File: src/rtl/hazard_forward_unit_pkg.sv
// Shared pipeline definitions for the hazard/forwarding unit:
// operand-mux select encodings, the stall sequencer state type and
// the default register-address width.
package hazard_forward_unit_pkg;

    // Default register-address width (32-entry register file)
    localparam int REG_AW_DEFAULT = 5;

    // EX operand mux select encodings; 2'b11 is never driven
    localparam logic [1:0] FWD_RF    = 2'b00;
    localparam logic [1:0] FWD_EXMEM = 2'b10;
    localparam logic [1:0] FWD_MEMWB = 2'b01;

    // Stall sequencer states
    typedef enum logic {
        ST_IDLE  = 1'b0,
        ST_STALL = 1'b1
    } stall_state_e;

endpackage : hazard_forward_unit_pkg

File: src/rtl/hazard_forward_unit_fwd_select.sv
// Per-operand forwarding priority comparator. Picks the youngest
// in-flight producer of the EX-stage source register; the younger
// EX/MEM result always beats the older MEM/WB result. Register 0 is
// hard-wired zero, so a producer targeting it is never a match.
module fwd_select
    import hazard_forward_unit_pkg::*;
#(
    parameter int REG_AW = REG_AW_DEFAULT
) (
    input  logic [REG_AW-1:0] src_i,
    input  logic              exmem_write_i,
    input  logic [REG_AW-1:0] exmem_rd_i,
    input  logic              memwb_write_i,
    input  logic [REG_AW-1:0] memwb_rd_i,
    output logic [1:0]        sel_o
);

    logic exmemHit;
    logic memwbHit;

    assign exmemHit = exmem_write_i && (exmem_rd_i != '0) && (exmem_rd_i == src_i);
    assign memwbHit = memwb_write_i && (memwb_rd_i != '0) && (memwb_rd_i == src_i);

    // Priority select: EX/MEM first, then MEM/WB, otherwise the register file
    always_comb begin
        sel_o = FWD_RF;
        if (exmemHit) begin
            sel_o = FWD_EXMEM;
        end else if (memwbHit) begin
            sel_o = FWD_MEMWB;
        end
    end

endmodule : fwd_select

File: src/rtl/hazard_forward_unit.sv
// EX-stage operand forwarding plus load-use hazard detection with a
// stall sequencer. A load whose destination is read by the decode
// instruction holds PC/IF-ID and injects LOAD_LAT bubbles into ID/EX.
// An external hold freezes the sequencer without consuming stall
// cycles. A saturating counter tallies the stall cycles actually spent.
module hazard_forward_unit
    import hazard_forward_unit_pkg::*;
#(
    parameter int REG_AW   = REG_AW_DEFAULT,
    parameter int LOAD_LAT = 1,
    parameter int CNT_W    = 16
) (
    input  logic              clk,
    input  logic              rst,
    input  logic [REG_AW-1:0] IFID_Rs,
    input  logic [REG_AW-1:0] IFID_Rt,
    input  logic              IFID_uses_rt,
    input  logic [REG_AW-1:0] IDEX_Rs,
    input  logic [REG_AW-1:0] IDEX_Rt,
    input  logic [REG_AW-1:0] IDEX_Rd,
    input  logic              IDEX_mem_read,
    input  logic              EXMEM_reg_write,
    input  logic [REG_AW-1:0] EXMEM_Rd,
    input  logic              MEMWB_reg_write,
    input  logic [REG_AW-1:0] MEMWB_Rd,
    input  logic              hold,
    output logic [1:0]        forwardA,
    output logic [1:0]        forwardB,
    output logic              stall,
    output logic              bubble,
    output logic [CNT_W-1:0]  stall_cycles
);

    // Width of the remaining-bubble down-counter
    localparam int REM_W = (LOAD_LAT > 1) ? $clog2(LOAD_LAT + 1) : 1;

    stall_state_e     state_q, state_d;
    logic [REM_W-1:0] rem_q, rem_d;
    logic [CNT_W-1:0] cnt_q, cnt_d;

    logic haz;
    logic stallComb;
    logic bubbleComb;

    // Operand A and B forwarding, purely combinational and reset-independent
    fwd_select #(.REG_AW(REG_AW)) u_fwdA (
        .src_i         (IDEX_Rs),
        .exmem_write_i (EXMEM_reg_write),
        .exmem_rd_i    (EXMEM_Rd),
        .memwb_write_i (MEMWB_reg_write),
        .memwb_rd_i    (MEMWB_Rd),
        .sel_o         (forwardA)
    );

    fwd_select #(.REG_AW(REG_AW)) u_fwdB (
        .src_i         (IDEX_Rt),
        .exmem_write_i (EXMEM_reg_write),
        .exmem_rd_i    (EXMEM_Rd),
        .memwb_write_i (MEMWB_reg_write),
        .memwb_rd_i    (MEMWB_Rd),
        .sel_o         (forwardB)
    );

    // Load-use hazard: Rt only matters when decode really reads it
    assign haz = IDEX_mem_read && (IDEX_Rd != '0) &&
                 ((IDEX_Rd == IFID_Rs) || (IFID_uses_rt && (IDEX_Rd == IFID_Rt)));

    // Sequencer next-state and stall/bubble decode. The first bubble is
    // issued from IDLE, so STALL only covers the remaining LOAD_LAT-1.
    always_comb begin
        state_d    = state_q;
        rem_d      = rem_q;
        stallComb  = 1'b0;
        bubbleComb = 1'b0;
        case (state_q)
            ST_IDLE: begin
                stallComb  = haz && !hold;
                bubbleComb = haz && !hold;
                if (haz && !hold && (LOAD_LAT > 1)) begin
                    state_d = ST_STALL;
                    rem_d   = REM_W'(LOAD_LAT - 1);
                end
            end
            ST_STALL: begin
                stallComb  = 1'b1;
                bubbleComb = !hold;
                if (!hold) begin
                    if (rem_q <= REM_W'(1)) begin
                        state_d = ST_IDLE;
                        rem_d   = '0;
                    end else begin
                        rem_d = rem_q - REM_W'(1);
                    end
                end
            end
            default: begin
                state_d = ST_IDLE;
                rem_d   = '0;
            end
        endcase
    end

    // Saturating stall-cycle counter: only non-hold stall cycles count
    always_comb begin
        cnt_d = cnt_q;
        if (stallComb && !hold && (cnt_q != {CNT_W{1'b1}})) begin
            cnt_d = cnt_q + CNT_W'(1);
        end
    end

    // State, remaining-bubble and counter registers with async reset
    always_ff @(posedge clk or posedge rst) begin
        if (rst) begin
            state_q <= ST_IDLE;
            rem_q   <= '0;
            cnt_q   <= '0;
        end else begin
            state_q <= state_d;
            rem_q   <= rem_d;
            cnt_q   <= cnt_d;
        end
    end

    // Reset squashes pipeline control immediately, independent of the clock
    assign stall        = rst ? 1'b0 : stallComb;
    assign bubble       = rst ? 1'b0 : bubbleComb;
    assign stall_cycles = cnt_q;

endmodule : hazard_forward_unit

File: config.mk
export PLATFORM = sky130hd
export DESIGN_NAME = hazard_forward_unit
export DESIGN_NICKNAME = d
export VERILOG_FILES = /design/src/rtl/hazard_forward_unit_pkg.sv /design/src/rtl/hazard_forward_unit_fwd_select.sv /design/src/rtl/hazard_forward_unit.sv
export SDC_FILE = /design/constraint.sdc
export NUM_CORES = 1
export LEC_CHECK = 0
export CORE_AREA = 2 2 61 63
export DETAILED_ROUTE_END_ITERATION = 6
export DIE_AREA = 0 0 63 65
export PLACE_DENSITY = 0.83
export SYNTH_ARGS = -nofsm -noshare
export SYNTH_HDL_FRONTEND = slang
export SYNTH_SLANG_ARGS = --single-unit
export TNS_END_PERCENT = 100
File: constraint.sdc
create_clock -name clk -period 1.85 [get_ports clk]
set_input_delay 0.185 -clock clk [delete_from_list [all_inputs] [get_ports clk]]
set_output_delay 0.185 -clock clk [all_outputs]
set_load 0.005 [all_outputs]
---- After elaboration in Yosys (flattened, before gate mapping) ----
Cells that the tools add are included.
word-level totals
  register bits ........................... 18
  input port bits ......................... 42
  word-level logic and storage cells ...... 45
cells by class
  $add $sub $neg .......................... 2
  order comparisons ....................... 1
  equal/unequal tests ..................... 7
  multiplexer cells ....................... 12
  bitwise gates (word level) .............. 2
  reductions and logical operators ........ 18
operators by type and width
  kind                                            number
  equality test 5 bit                             6
  adder 16 x 1 -> 16 bit (second input constant)  1
  inequality test 16 bit (second input constant)  1
  nonzero test 5 bit                              3
  logical AND 1 bit                               12
  2-to-1 mux 1 bit                                8
  2-to-1 mux 2 bit                                2
  case mux 1 bit (2 select lines)                 2
  inverter 1 bit                                  2
  AND reduction 2 bit                             1
  <= comparator 1 bit (second input constant)     1
  zero test 1 bit                                 1
  logical OR 1 bit                                1
  subtractor 1 bit (second input constant)        1

---- Logic depth before layout (Yosys ltp) ----
  depth in word-level cells ............... 8
  gate-level depth with buffers ........... 7
  gate-level depth less buffers ........... 6

---- Modules after synthesis ----
A second synthesis with hierarchy kept.
unflattened totals
  cells, all modules ...................... 155
  area total of the unflattened synthesis .. 1448.9 µm²
modules (own cells, without submodules)
  module               instances  cells an instance  area an instance (µm²)
  hazard_forward_unit  1          113                1131.1
  fwd_select           2          21                 158.9

---- Least setup slack after synthesis ----
OpenSTA, ideal clock, no wires.
  kind .................................... reg2reg
  from .................................... register cnt_q[3], in the netlist stall_cycles[3]
  to ...................................... register cnt_q[4], in the netlist stall_cycles[4]
  setup time .............................. 0.126 ns
  data arrival time ....................... 1.563 ns
  required time ........................... 1.724 ns
  slack ................................... 0.160 ns
  cell stages (with the launch flop) ...... 6
  buffers on the path ..................... 0
  period minus slack after synthesis ...... 1.690 ns
  path through ............................ dfrtp_1 > nand4_1 > or2_1 > o311ai_2 > and4bb_2 > xor2_1
on the way
  cells in the longest elaborated chain, start to end .. 2
  elaborated cells on any way between the ends .. 3
  classes of those cells .................. 1 x add/sub; 1 x eq/ne; 1 x reduce/logical
RTL lines
  element                                                         RTL line                    text
  start: declaration                                              hazard_forward_unit.sv:39   logic [CNT_W-1:0] cnt_q, cnt_d;
  start signal: assignment                                        hazard_forward_unit.sv:120  cnt_q <= cnt_d;
  branches (longest 2 deep; another with adder 16 x 1 -> 16 bit)  --
Parallel ways; which one is timed is not known.
A chain may end at the register's enable or synchronous reset.

---- Worst setup path in the final report ----
  from .................................... input port EXMEM_Rd[2]
  to ...................................... output port forwardA[0]
on the way
  cells in the longest elaborated chain, start to end .. 4
  elaborated cells on any way between the ends .. 5
  classes of those cells .................. 1 x eq/ne; 1 x mux; 3 x reduce/logical
RTL lines
  element                RTL line                              text
  start: declaration     hazard_forward_unit.sv:23             input logic [REG_AW-1:0] EXMEM_Rd,
  nonzero test 5 bit     hazard_forward_unit_fwd_select.sv:21  assign exmemHit = exmem_write_i && (exmem_rd_i != '0) && (exmem_rd_i == src_i);
  logical AND 1 bit      hazard_forward_unit_fwd_select.sv:21
  logical AND 1 bit (*)  hazard_forward_unit_fwd_select.sv:21
  2-to-1 mux 2 bit (*)   hazard_forward_unit_fwd_select.sv:27  if (exmemHit) begin
  end: declaration       hazard_forward_unit.sv:27             output logic [1:0] forwardA,
Every way passes the cells marked *; elsewhere a longest branch is shown, timed or not.

==> results.cfg <==
[clock_network]
cts_tree = built
clkSlewWorstSetupHoldPaths_ns = 0.09
root_buffer = clkbuf_4
clk_path_buf_depth = 2
clkLatencyLatePin_ns = 0.30
ctsHoldBuffers = 0
htreeDepth = 1
numCtsBuffers = 3
clkSinkCount = 17

[floorplan]
die_y_um = 65
io-pin-count = 64
dieArea_um2 = 4100
core_um2 = 3500
die_w_um = 63
rows = 22
start_util = 0.373

[finish]
syn_to_final_growth_pct = 77.9
fillers = 279
layout.cells.non_filler = 273
final_net_count = 269
seq_area_um2 = 425
multi_input_area_um2 = 970
antenna_cells = 0
drive_above_1_share = 0.320
final_cell_area_um2 = 2320
final_util = 0.663

[synthesis]
syn_area_per_cell_um2 = 9.94
syn-cell-area_um2 = 1300
seq_area_frac_synth = 0.327
synth_fp_nets = 174
synth-seq-cells = 17
synth_largest_area_cell = dfrtp_1
ys_top_cells_by_area = dfrtp_1 (33%), xor2_1 (18%), xnor2_1 (12%), nor4b_2 (4.6%), nand3_1 (3.8%)
synth_cell_types = 31
yosysWarnings = 0
synth_cells = 131
yosys.area.top_type_share = 0.327

[global_routing]
grt_overflow = 0
grt_max_degree = 18
gr-usage-all-layers = 0.203
grt_pass1_vias = 1409
grt_pass1_wl_mm = 6.44
antenna_found_initial = 0

[timing]
fin_crit_sh = 1.01
rsz0062_at_grt = yes
max_freq_mhz = 533
setup_violations = 1
finalMaxSlewViolations = 0
min_period_ns = 1.88
clock_skew_ns = 0.00275
tightest_slew_ns = 0.370
hold_viol_final = 0
fin_ws_ns = -0.0256
max_slew_margin = 0.753

[outcome]
status = complete, but fails checks
violations = setup timing

[place]
hpwlAfterDp_mm = 2.94
gp_congestion = 0.845
post_dp_cell_area_um2 = 2180
dpl.cell_count = 267
portBuffers = 63

[run]
timing.max_cap.violations = 0

[setup_path]
slowest_stage = or4_4
cp-start-kind = primary input
cp.buffers_inverters = 3
critPathKind = in2out
worst_ep_required_time_ns = 1.66
cpMostUsedCell = nor4_2
critPathMaxStageDelay_ns = 0.49
crit_chain = dlygate4sd2_1 -> or4_4 -> o21ai_4 -> nor4_2 -> buf_4 -> nor4_2 -> buf_2
cp_data_arrival_time_ns = 1.69
cp_max_fo = 2
path_depth = 7
cp-end-kind = output port
rr_worst_depth = 6
critPathTopFamily = simple AND/OR/NAND/NOR gates

[routing]
vias = 1385
dr.first_iter.drc_count = 76
dr.pass1.iters = 4
avgViaCountPerCell = 5.07
routed_wl_mm = 4.04
ant_nets = 0
wl_per_cell_um = 14.8
remaining_drc_errors = 0

[power]
pwr-share-comb = 0.325
power.total_w = 0.000887
pwr-share-clk = 0.226
power_density_nw_per_um2 = 383
seqPwrFrac = 0.449
cellLeakagePower_nw = 1.05
cellInternalPower_w = 0.000639
p_switching_w = 0.000248
ir_worst_vdd_mv = 0.332
swShare = 0.280

[worst_hold_path]
hp-class = in2async
==> power by group through the flow <==
stage | clock network (W) | logic [W] | registers [W]
6_report | 0.000200 | 0.000288 | 0.000398
5_1_grt | 0.000230 | 0.000310 | 0.000400
4_1_cts | 0.000207 | 0.000287 | 0.000398
3_5_place_dp | 0 | 0.000276 | 0.000405
3_3_place_gp | 0 | 0.000271 | 0.000404
2_1_floorplan | 0 | 0.0000892 | 0.000404
==> synthesized netlist by cell type <==
master     n
a32oi_1    1
and2_1     2
and3_1     1
and4bb_2   1
buf_4      2
buf_6      1
clkbuf_1   1
dfrtp_1   17
ha_1       1
inv_1      1
mux2_2     1
nand2_1    8
nand3_1   10
nand3b_1   1
nand4_1    4
nor2_1     5
nor2b_1    2
nor3_1     4
nor3b_2    1
nor4_1     3
nor4_2     1
nor4b_1    3
nor4b_2    4
o21ai_0    2
o21ai_1    2
o21bai_4   1
o311ai_2   1
or2_1      1
or4_1      4
xnor2_1   18
xor2_1    27
==> layout by cell type (no fill, tap or decap), drive strengths merged, types with 2 or more instances in the layout <==
cell / n
and2: 2
buf: 36
clkbuf: 8
clkdlybuf4s15: 3
clkdlybuf4s50: 32
dfrtp: 17
dlygate4sd2: 12
dlymetal6s2s: 7
nand2: 8
nand3: 10
nand4: 4
nor2: 5
nor2b: 2
nor3: 4
nor4: 4
nor4b: 7
o21ai: 4
or4: 4
xnor2: 18
xor2: 27
==> routing by layer <==
metal	GRT usage	up-vias	wire (µm)
li1	-	649	-
met1	0.247	651	1640
met2	0.350	74	1970
met3	0.0399	11	335
met4	0.0833	0	90
met5	0	-	0
==> through the flow <==
| stage | worst slack (ns) | TNS, ns | hold slack (ns) |
|---|---|---|---|
| global route | -0.0697 | -0.106 | 0.259 |
| floorplan | 0.160 | 0 | 0.116 |
| detailed placement | -0.681 | -7.32 | 0.484 |
| CTS | -0.0866 | -0.166 | 0.241 |
| finish | -0.0256 | -0.0256 | 0.230 |
| global placement | -0.636 | -6.69 | 0.484 |
==> repair_timing <==
item / CTS / global route
pin swaps: 15 / 19
gates resized for setup: 63 / 23
buffers inserted: 2 / 0
endpoints found under the hold margin: 0 / 0
setup endpoints to repair: 10 / 11
==> cell families (layout without fill, tap and decap cells) <==
group	Yosys count	in the layout	synth area share
muxes	1	1	0.00864
buffers and inverters	5	99	0.0259
xor gates and xnor gates	45	45	0.303
adders and majority gates	1	1	0.00960
and+or+nand+nor	55	55	0.278
DFF	17	17	0.327
AOI/OAI and AO/OA	7	7	0.0490
==> worst reg2reg max path: stages, from the launching register on <==
cell and delay [ns]:
dfrtp_1 0.42, nand4_1 0.17, or2_4 0.32, nor2_1 0.14, o21ai_2 0.15, nor4b_2 0.27
xor2_1 0.16
==> registers in the layout (all words and copies together), names as in the netlist <==
signal and count:
state_q 1, stall_cycles 16
==> final cells by class <==
| class | count | share of cell area |
|---|---|---|
| clock buffer | 4 | 0.0113 |
| inverter | 1 | 0.00162 |
| multi-input combinational | 109 | 0.418 |
| sequential | 17 | 0.184 |
| tap | 48 | 0.0259 |
| timing repair buffer | 94 | 0.359 |
==> worst paths after layout <==
kind / startpoint / endpoint / slack, ns
max: EXMEM_Rd[2] / forwardA[0] / -0.03
min: rst / stall_cycles[14] / 0.23
max reg2reg: stall_cycles[5] / stall_cycles[11] / 0.17
min reg2reg: stall_cycles[15] / stall_cycles[15] / 0.50
max in group asynchronous: rst / stall_cycles[6] / 1.43
min in group clk: stall_cycles[15] / stall_cycles[15] / 0.50
No activity file was read; power rests on OpenSTA's default activity.
==> edit 1 (config.mk and constraints unchanged) <==
`CNT_W`: 16 -> 12.
--- a/src/rtl/hazard_forward_unit.sv
+++ b/src/rtl/hazard_forward_unit.sv
@@ -9,5 +9,5 @@
     parameter int REG_AW   = REG_AW_DEFAULT,
     parameter int LOAD_LAT = 1,
-    parameter int CNT_W    = 16
+    parameter int CNT_W    = 12
 ) (
     input  logic              clk,
Ports: changed (resized stall_cycles); port bits go from 64 to 60. No check against the original RTL was run, so the function may have changed too.
==> edit 1 against the unedited design <==
- total power rose by 3.9%
- critical endpoint is now forwardB[0]
- sequential power shrank 8.0%
- critical path depth is 1 lower
- global-route usage down 1.9 points
- largest power group unchanged
- worst setup slack improved by 0.041 ns
- design area fell by 11%
- sequential cell count fell by 4
- highest routed layer unchanged
- synthesized area down 17%
- wire length shrank 6.4%
==> edit 1: results <==
metrics = {
    "synthesis": {
        "synth-adder-area-share_pct": 1.16,
        "synth_area_leaders": "dfrtp_1 30%, xor2_1 16%, xnor2_1 15%",
        "synth_nets": 161,
        "synthTopCellsByCount": "20 x xor2_1, 18 x xnor2_1, 13 x dfrtp_1",
        "synth_xor_area_share_pct": 30.8,
        "synth_seq_cells": 13,
        "syn_area_per_cell_um2": 9.17,
        "synth_compound_area_share_pct": 6.59,
        "muxShareOfSynthArea_pct": 4.05,
        "ys_seq_area_share_pct": 30.1,
        "synth_cell_types": 26,
    },
    "placed_design": {
        "place.gp.congestion": 0.814,
        "placed_area_mm2": 0.00188,
        "place_ws_ns": -0.765,
    },
    "global_routing": {
        "track_usage_pct": 18.3,
        "use_met2_pct": 31.5,
        "grtUsageMet1_pct": 22.3,
        "grt_use_met3_pct": 5.90,
        "grt_max_degree": 14,
    },
    "setup_path": {
        "slowest_delay_ns": 0.53,
        "cp.arrival_ns": 1.65,
        "rr_worst_depth": 5,
    },
    "timing": {
        "max_slew_margin_pct": 66.2,
        "fin_skew_ns": 0.000952,
    },
    "final_layout": {
        "inverters": 6,
        "n_all_buffers": 85,
        "fin_util_pct": 59.0,
        "seq_area_um2": 325,
        "fin_nets": 248,
        "fillers": 294,
        "multi_input_gates": 96,
        "drive_gt1_share_pct": 26.5,
        "largest_reg_flops": 12,
        "clk_share_pct": 1.27,
    },
    "detailed_routing": {
        "wl_per_cell_um": 15.0,
        "wl_met3_um": 371,
        "vias": 1203,
        "wl_met2_mm": 1.81,
        "via_per_inst": 4.77,
        "wl_met1_mm": 1.57,
    },
    "run_status": {
        "outcome": "completed",
    },
    "power_and_ir_drop": {
        "leakagePower_nw": 0.953,
    },
    "cts": {
        "cts_resized": 58,
    },
}
[edit 1: cell families (layout without fill, tap and decap cells)]
| logic type | count (synthesis) | in the layout |
|---|---|---|
| AOI/OAI and AO/OA | 8 | 8 |
| buffers and inverters | 9 | 95 |
| xor gates and xnor gates | 38 | 38 |
| DFF | 13 | 13 |
| muxes | 4 | 4 |
| and+or+nand+nor | 45 | 45 |
| adders and majority gates | 1 | 1 |
[edit 1: where the power goes]
group	total, mW	switching, mW	internal [mW]
Clock	0.189	0.105	0.0840
Combinational	0.366	0.148	0.218
Sequential	0.366	0.0514	0.314
[edit 1: worst paths after layout]
path / slack (ns) / start / to
setup / recovery: 0.02 / EXMEM_Rd[3] / forwardB[0]
hold / removal: 0.28 / rst / state_q
setup reg to reg: 0.06 / stall_cycles[9] / stall_cycles[1]
hold reg to reg: 0.52 / state_q / state_q
max in group asynchronous: 1.24 / rst / stall_cycles[11]
min in group clk: 0.51 / hold / state_q
==> edit 2 (config.mk and constraints unchanged) <==
Made on the original files. Reset style: synchronous (`rst`), changed in one clocked block. Comments in the files are not updated.
--- a/src/rtl/hazard_forward_unit.sv
+++ b/src/rtl/hazard_forward_unit.sv
@@ -110,5 +110,5 @@
 
     // State, remaining-bubble and counter registers with async reset
-    always_ff @(posedge clk or posedge rst) begin
+    always_ff @(posedge clk) begin
         if (rst) begin
             state_q <= ST_IDLE;
Function: differs if rst is asserted again (counterexample within 4 cycles, from zero or initial values and one cycle with rst high); with rst held inactive, the same outputs for 10 cycles.
==> edit 2 against the unedited design <==
- the run still ends with setup timing left
- total power fell by 8.1%
- final cell count is 13% higher
- largest cell class unchanged
- design area up 5.2%
- combinational power down 14%
- highest routed layer unchanged
- worst setup slack got worse by 0.0031 ns
- wire length increased by 14%
- fmax is 0.16% lower
- critical path depth fell by 1
- via count up 16%
- count of clock-buffer cells in the layout stayed put
- core utilization is 3.4 points higher
- synthesized area increased by 6.1%
- sequential cell count stayed put
==> edit 2: results <==
metrics = {
    "run_status": {
        "outcome": "finished, violations left",
        "failed_checks": "setup timing",
    },
    "synthesis": {
        "ys_seq_area_share_pct": 24.6,
        "synth_compound_area_share_pct": 18.8,
        "yosys.area.top_type": "dfxtp_1",
        "synth-adder-area-share_pct": 0.905,
        "synth_top_area_share_pct": 24.6,
        "synth_area_leaders": "dfxtp_1 25%, xnor2_1 10%, xor2_1 8.9%",
        "synth_nets": 208,
    },
    "detailed_routing": {
        "drt_iter0_drc": 44,
        "via_per_inst": 5.23,
        "wl_per_cell_um": 14.9,
    },
    "cts": {
        "cts_resized": 52,
    },
    "timing": {
        "setup_ws_ns": -0.0287,
        "finalSetupViolCount": 1,
        "max_slew_margin_pct": 75.5,
    },
    "final_layout": {
        "final_cells": 308,
        "drive_gt1_share_pct": 31.9,
    },
    "setup_path": {
        "rr_startpoint": "stall_cycles[9]",
        "cp-endpoint": "forwardB[0]",
        "startpoint": "EXMEM_Rd[0]",
    },
    "placed_design": {
        "placed_area_mm2": 0.00227,
        "place_inst": 299,
    },
    "global_routing": {
        "track_usage_pct": 21.6,
        "grt_pass1_vias": 1546,
    },
    "power_and_ir_drop": {
        "p_clk_share_pct": 24.6,
    },
    "min_path": {
        "hold_class": "input pin to flip-flop",
    },
}
edit 2: routing by layer:
layer  GRT usage [%]  vias up  wire length (um)
li1                -      809                 -
met1            26.1      746              1920
met2            39.0       53              2370
met3            4.51        2               299
met4            5.00        0                 8
met5               0        -                 0
edit 2: critical path: stages:
cell and delay (ns):
dlygate4sd2_1 0.24, or4_4 0.53, o21ai_4 0.21, nor4_2 0.09
nor4_2 0.28, buf_2 0.16
edit 2: per-stage QoR:
step / TNS (ns) / hold WS (ns) / setup slack (ns)
global route: -0.188 / 0.489 / -0.0924
global placement: -8.16 / 0.441 / -0.609
detailed placement: -8.99 / 0.444 / -0.724
CTS: 0 / 0.456 / 0.00251
floorplan: 0 / 0.299 / 0.0918
finish: -0.0287 / 0.458 / -0.0287
edit 2: layout make-up:
type,count,area (um2)
fillers,272,1060
repair buffers,101,916
multi-input cells,137,1090
well taps,48,60.1
inverters,1,3.75
clock buffers,4,26.3
flip-flops and latches,17,342
